### config.mk
export PLATFORM = sky130hd
export DESIGN_NAME = mem_stage
export DESIGN_NICKNAME = d
export VERILOG_FILES = /design/src/rtl/mem_stage_pkg.sv /design/src/rtl/mem_stage_load_align.sv /design/src/rtl/mem_stage.sv
export SDC_FILE = /design/constraint.sdc
export NUM_CORES = 1
export LEC_CHECK = 0
export ABC_AREA = 0
export CORE_AREA = 2 2 284 286
export CTS_CLUSTER_SIZE = 14
export DETAILED_ROUTE_END_ITERATION = 6
export DIE_AREA = 0 0 286 288
export PLACE_DENSITY_LB_ADDON = 0.1
export SLEW_MARGIN = 20
export SYNTH_ARGS = -nofsm -noshare
export SYNTH_HDL_FRONTEND = slang
export SYNTH_HIERARCHICAL = 1
export SYNTH_SLANG_ARGS = --single-unit
export TNS_END_PERCENT = 20
### constraint.sdc
create_clock -name clk -period 1.9 [get_ports clk]
set_input_delay 0.38 -clock clk [delete_from_list [all_inputs] [get_ports clk]]
set_output_delay 0.38 -clock clk [all_outputs]
set_load 0.02 [all_outputs]
### src/rtl/mem_stage_pkg.sv
// Shared types for the memory stage: pipeline register payloads, load funct3 codes
// and the data-memory handshake state.
package mem_stage_pkg;

    localparam int unsigned XLEN  = 32;
    localparam int unsigned MASKW = XLEN / 8;
    localparam int unsigned REGW  = 5;

    localparam logic [2:0] load_f3_lb  = 3'b000;
    localparam logic [2:0] load_f3_lh  = 3'b001;
    localparam logic [2:0] load_f3_lw  = 3'b010;
    localparam logic [2:0] load_f3_lbu = 3'b100;
    localparam logic [2:0] load_f3_lhu = 3'b101;

    typedef enum logic {
        IDLE = 1'b0,
        WAIT = 1'b1
    } mem_state_t;

    // Retirement record carried down the pipe
    typedef struct packed {
        logic             valid;
        logic [XLEN-1:0]  inst;
        logic [XLEN-1:0]  pc_rdata;
        logic [REGW-1:0]  rd_addr;
        logic [XLEN-1:0]  rd_wdata;
        logic [XLEN-1:0]  mem_addr;
        logic [MASKW-1:0] mem_rmask;
        logic [MASKW-1:0] mem_wmask;
        logic [XLEN-1:0]  mem_rdata;
        logic [XLEN-1:0]  mem_wdata;
    } rvfi_data_t;

    typedef struct packed {
        rvfi_data_t  rvfi_data;
        logic [1:0]  bottom_two;
        logic        j;
        logic        mem_inst;
    } ex_mm_stage_reg_t;

    typedef struct packed {
        rvfi_data_t  rvfi_data;
        logic        j;
    } mm_wb_stage_reg_t;

endpackage

### src/rtl/mem_stage_load_align.sv
// Load data alignment: selects the addressed byte/halfword of a read word and
// sign- or zero-extends it according to the load funct3.
//  rdata    in  32  raw word returned by data memory
//  funct3   in  3   load width/sign code
//  off      in  2   byte offset of the access within the word
//  rd_wdata out 32  value to write to the destination register (combinational)
module mem_stage_load_align
    import mem_stage_pkg::*;
(
    input  logic [XLEN-1:0] rdata,
    input  logic [2:0]      funct3,
    input  logic [1:0]      off,
    output logic [XLEN-1:0] rd_wdata
);

    logic [7:0]  byte_sel;
    logic [15:0] half_sel;

    always_comb begin
        byte_sel = 8'(rdata >> {off, 3'b000});
        half_sel = 16'(rdata >> {off[1], 4'b0000});
        rd_wdata = rdata;
        case (funct3)
            load_f3_lb:  rd_wdata = {{24{byte_sel[7]}}, byte_sel};
            load_f3_lbu: rd_wdata = {24'd0, byte_sel};
            load_f3_lh:  rd_wdata = {{16{half_sel[15]}}, half_sel};
            load_f3_lhu: rd_wdata = {16'd0, half_sel};
            load_f3_lw:  rd_wdata = rdata;
            default:     rd_wdata = rdata;
        endcase
    end

endmodule

### src/rtl/mem_stage.sv
// Memory stage of the rv32i pipeline: EX/MEM register, data-memory request/response
// handshake, load alignment and the MEM/WB register.
//  clk, rst_n  clock and asynchronous active-low reset
//  ex_mm_i     execute result entering EX/MEM (ignored while stall_o=1)
//  stall_o     combinational hold request for the upstream stages
//  mm_o        EX/MEM register (forwarding source)
//  wb_o        MEM/WB register (forwarding source, to writeback)
//  dmem_*      data-memory request (addr/masks/wdata) and response (rdata/resp)
module mem_stage
    import mem_stage_pkg::*;
(
    input  logic             clk,
    input  logic             rst_n,
    input  ex_mm_stage_reg_t ex_mm_i,
    output logic             stall_o,
    output ex_mm_stage_reg_t mm_o,
    output mm_wb_stage_reg_t wb_o,
    output logic [XLEN-1:0]  dmem_addr,
    output logic [MASKW-1:0] dmem_rmask,
    output logic [MASKW-1:0] dmem_wmask,
    output logic [XLEN-1:0]  dmem_wdata,
    input  logic [XLEN-1:0]  dmem_rdata,
    input  logic             dmem_resp
);

    mem_state_t       state;
    mem_state_t       state_next;
    logic             mem_req;
    logic [XLEN-1:0]  aligned;
    mm_wb_stage_reg_t wb_next;

    assign mem_req = mm_o.rvfi_data.valid && mm_o.mem_inst;

    // Handshake state register
    always_ff @(posedge clk or negedge rst_n) begin
        if (!rst_n) begin
            state <= IDLE;
        end else begin
            state <= state_next;
        end
    end

    // Issue in IDLE for one cycle, then wait for the response pulse
    always_comb begin
        state_next = state;
        stall_o    = 1'b0;
        dmem_rmask = '0;
        dmem_wmask = '0;
        dmem_addr  = {mm_o.rvfi_data.mem_addr[XLEN-1:2], 2'b00};
        dmem_wdata = mm_o.rvfi_data.mem_wdata;
        case (state)
            IDLE: begin
                if (mem_req) begin
                    stall_o    = 1'b1;
                    dmem_rmask = mm_o.rvfi_data.mem_rmask;
                    dmem_wmask = mm_o.rvfi_data.mem_wmask;
                    state_next = WAIT;
                end
            end
            WAIT: begin
                if (dmem_resp) begin
                    state_next = IDLE;
                end else begin
                    stall_o = 1'b1;
                end
            end
            default: state_next = IDLE;
        endcase
    end

    mem_stage_load_align u_load_align (
        .rdata    (dmem_rdata),
        .funct3   (mm_o.rvfi_data.inst[14:12]),
        .off      (mm_o.bottom_two),
        .rd_wdata (aligned)
    );

    // Retirement record; only the response cycle in WAIT can reach here unstalled
    always_comb begin
        wb_next.rvfi_data = mm_o.rvfi_data;
        wb_next.j         = mm_o.j;
        if (state == WAIT) begin
            wb_next.rvfi_data.mem_rdata = dmem_rdata;
            if (mm_o.rvfi_data.mem_rmask != '0) begin
                wb_next.rvfi_data.rd_wdata = (mm_o.rvfi_data.rd_addr == '0) ? '0 : aligned;
            end else begin
                wb_next.rvfi_data.rd_wdata = '0;
                wb_next.rvfi_data.rd_addr  = '0;
            end
        end
    end

    // Pipeline registers; a stall holds EX/MEM and drops a bubble into MEM/WB
    always_ff @(posedge clk or negedge rst_n) begin
        if (!rst_n) begin
            mm_o <= '0;
            wb_o <= '0;
        end else if (stall_o) begin
            wb_o.rvfi_data.valid <= 1'b0;
        end else begin
            mm_o <= ex_mm_i;
            wb_o <= wb_next;
        end
    end

endmodule

==> flow_summary.ini <==
[status]
run_status = finished with violations
violations_in_the_final_reports = setup timing

[global_routing]
grt_max_degree = 63
wire_length_of_the_first_global_routing_pass_mm = 103.1
grt_use_total_pct = 17.03
grt_overflow_total = 0
grt_antenna_before_repair = 14
first_global_vias = 14100

[route]
drtIter0Drc = 401
ant_nets = 0
drc_errors = 0
detailroute.via_count = 13321
via_cell_ratio = 4.281
wl_mm = 72.86
detailed_routing_iterations_pass_1 = 4
drt-wirelength-per-cell_um = 23.41

[die]
start_util_pct = 23.20
coreArea_um2 = 79640
row_count = 104
boundaryPins = 735
floorplan.die_area_um2 = 82370
die_y_um = 288
overall_die_width_um = 286

[yosys]
ys_ff_latch = 418
syn-mean-instance-area_um2 = 13.45
synth_top_family_by_area = multiplexers
post_synth_mux_area_share_pct = 23.40
post_synth_edffs = 0
yosys_warnings = 6
synthAdderAreaFrac_pct = 0
synthArstFlopShare_pct = 100.0
synth_area_in_compound_gates_pct = 7.035
synth_area_leader_cell = dfrtp_1
syn-cell-area_um2 = 18480
synth_xor_area_share_pct = 0
synth_simple_gate_area_share_pct = 2.079
dominantRegCellSynth = dfrtp_1
cell_types_with_the_largest_area_share_after_synthesis = dfrtp_1, mux2_2, mux2_1
yosysSeqAreaShare_pct = 56.61
postSynthCellCount = 1374
synth.lib_cells_used.distinct = 42
synth_top_area_share_pct = 56.61

[sta]
rel_slew_slack_pct = 65.47
post-route-worst-setup-slack_ns = -0.2359
pin_slew_with_the_least_headroom_to_its_limit_ns = 0.5170
timing_max_transition_violations_final = 0
finalHoldViolations = 0
rsz0062_at_grt = true
fmax_mhz = 468.2
finClkSkew_ns = 0.01480
setup_viol = 115
final_period_minus_worst_setup_slack_ns = 2.136
setup_total_negative_slack_ns = -5.111
share_of_the_cycle_needed_by_the_critical_path_after_routing_pct = 112.4
fin_hold_ws_ns = 0.3616

[critical_path]
cp_data_required_time_ns = 1.52
r2r_end = wb_o[32]
worstReg2RegStart = state
critical_path.startpoint_type = flop
timing.reg2reg.worst_path_depth = 8
timing.reg2reg.setup_slack_ns = -0.08
timing.setup.critical_path_class = reg2out
end_kind = output port
worst_ep_arrival_time_ns = 1.76
timing.critical_path.from = mm_o[0]
critical_path_peak_fanout = 2

[power_and_ir_drop]
power.density_cell_area_nw_per_um2 = 2098
reported_leakage_power_uw = 0.01229
power_uw = 58590
ir_drop_mv = 0.6946

[cells_and_area]
final_net_count = 2255
utilization_pct = 35.08
area_growth_pct = 51.16
drive_gt1_share_pct = 22.46

[clock_tree]
worstSkewPairLatency_ns = 0.59
h_tree_depth = 2
clock_pin_slew_on_the_worst_setup_and_hold_paths_ns = 0.06
clock-root-buffer = clkbuf_16
cts-root-to-sink-buffers = 3
cts_tree = built
cts-buffers-inserted = 52
cts.sinks = 418

[place]
port_buffers = 732
finalWeightedCongestion = 0.8464
detailedPlacementHpwl_mm = 56.44

[min_path]
worst_hold_path_type = in2async

[job]
drv.max_cap_violation_count = 0
-- what timing repair did --
| item | CTS | global route |
|---|---|---|
| gates resized for setup | 565 | 31 |
| hold buffers | 1 | 0 |
| endpoints found under the hold margin | 24 | 0 |
| setup endpoints to repair | 549 | 383 |
| buffers inserted | 8 | 1 |
| pin swaps | 2 | 7 |
| cloned | 0 | 4 |
-- flip-flops by register name, summed over array words and instances, names as in the netlist --
signal,flops
state,1
mm_o,148
dmem_addr,30
dmem_wdata,32
wb_o,207
-- cells in the final DEF, fill, tap and decap left out, types with 5 or more instances in the layout --
master	Yosys	final
o21ai_1	0	8
a22oi_1	10	8
mux2_4	0	11
buf_12	0	26
dfrtp_1	418	409
dlygate4sd2_1	0	468
clkbuf_8	0	12
nand2_1	45	43
a21oi_1	8	8
a2bb2oi_1	32	27
and2_4	0	8
dfrtp_2	0	9
mux2i_1	36	36
buf_6	17	16
clkinv_2	0	8
mux2_1	172	161
o21ai_0	107	98
clkbuf_16	0	57
clkbuf_1	31	11
buf_4	205	97
clkdlybuf4s50_1	0	243
a2bb2oi_2	0	5
mux2_2	178	178
a22o_1	5	5
o211ai_1	34	34
-- logic make-up (layout without fill, tap and decap cells) --
logic type             Yosys count  after routing
AOI/OAI and AO/OA              203            203
buffers and inverters          287            960
DFF                            418            418
muxes                          387            387
other                            1              6
and+or+nand+nor                 78             78
-- worst max-delay path, stage by stage (launching register included) --
cell and delay [ns]:
dfrtp_2 0.39, and3b_2 0.23, buf_6 0.13, nor2_4 0.15, inv_8 0.04, buf_12 0.12, buf_8 0.12
-- report_power, final --
part | internal [µW] | switching, µW | total, µW
combinational | 14000 | 17400 | 31400
clock | 6100 | 4000 | 10100
sequential | 13700 | 3380 | 17000
-- through the flow --
stage	setup slack, ns	instances	instance area (µm²)
floorplan	-0.007352	1375	18490
global placement	-0.3916	3003	26410
detailed placement	-0.4109	3003	26410
CTS	-0.2960	3104	27740
global route	-0.3337	3109	27930
finish	-0.2359	3112	27930
-- final cells by class --
class	instances	area, µm²
repair buffers	866	8234
diodes	4	10.01
clock buffers	76	1533
flip-flops and latches	418	10470
well taps	1060	1326
inverters	2	15.01
multi-input cells	670	6148
clock inverters	16	195.2
fillers	8048	51700
-- per-layer routing --
metal | track usage [%] | routed length [µm] | vias up | share of wire, %
li1 | - | - | 5943 | -
met1 | 19.15 | 27760 | 6817 | 38
met2 | 30.93 | 37940 | 457 | 52
met3 | 5.816 | 5728 | 88 | 7.9
met4 | 3.796 | 1324 | 16 | 1.8
met5 | 0 | 110 | - | 0.15
-- Yosys cell counts (2+ instances only) --
cell,count
mux2i_1,36
and2_1,8
nand2b_1,2
o21ai_0,107
nand3b_1,2
buf_6,17
mux2_1,172
dfrtp_1,418
o211ai_1,34
a21oi_1,8
buf_2,26
nor2_1,5
nand2_2,2
mux2_2,178
buf_1,6
clkbuf_1,31
a22oi_1,10
nor2b_1,5
nand2_1,45
a22o_1,5
a2bb2oi_1,32
buf_4,205
-- how the worst max path moves through the flow --
stage	endpoint	slack [ns]	depth (start not counted)
after floorplan	wb_o[125]	-0.007	7
after global placement	wb_o[122]	-0.39	8
after detailed placement	wb_o[133]	-0.41	8
after CTS	stall_o	-0.30	6
after global routing	stall_o	-0.33	6
final	stall_o	-0.24	6
Power figures use the tool's default switching activity.
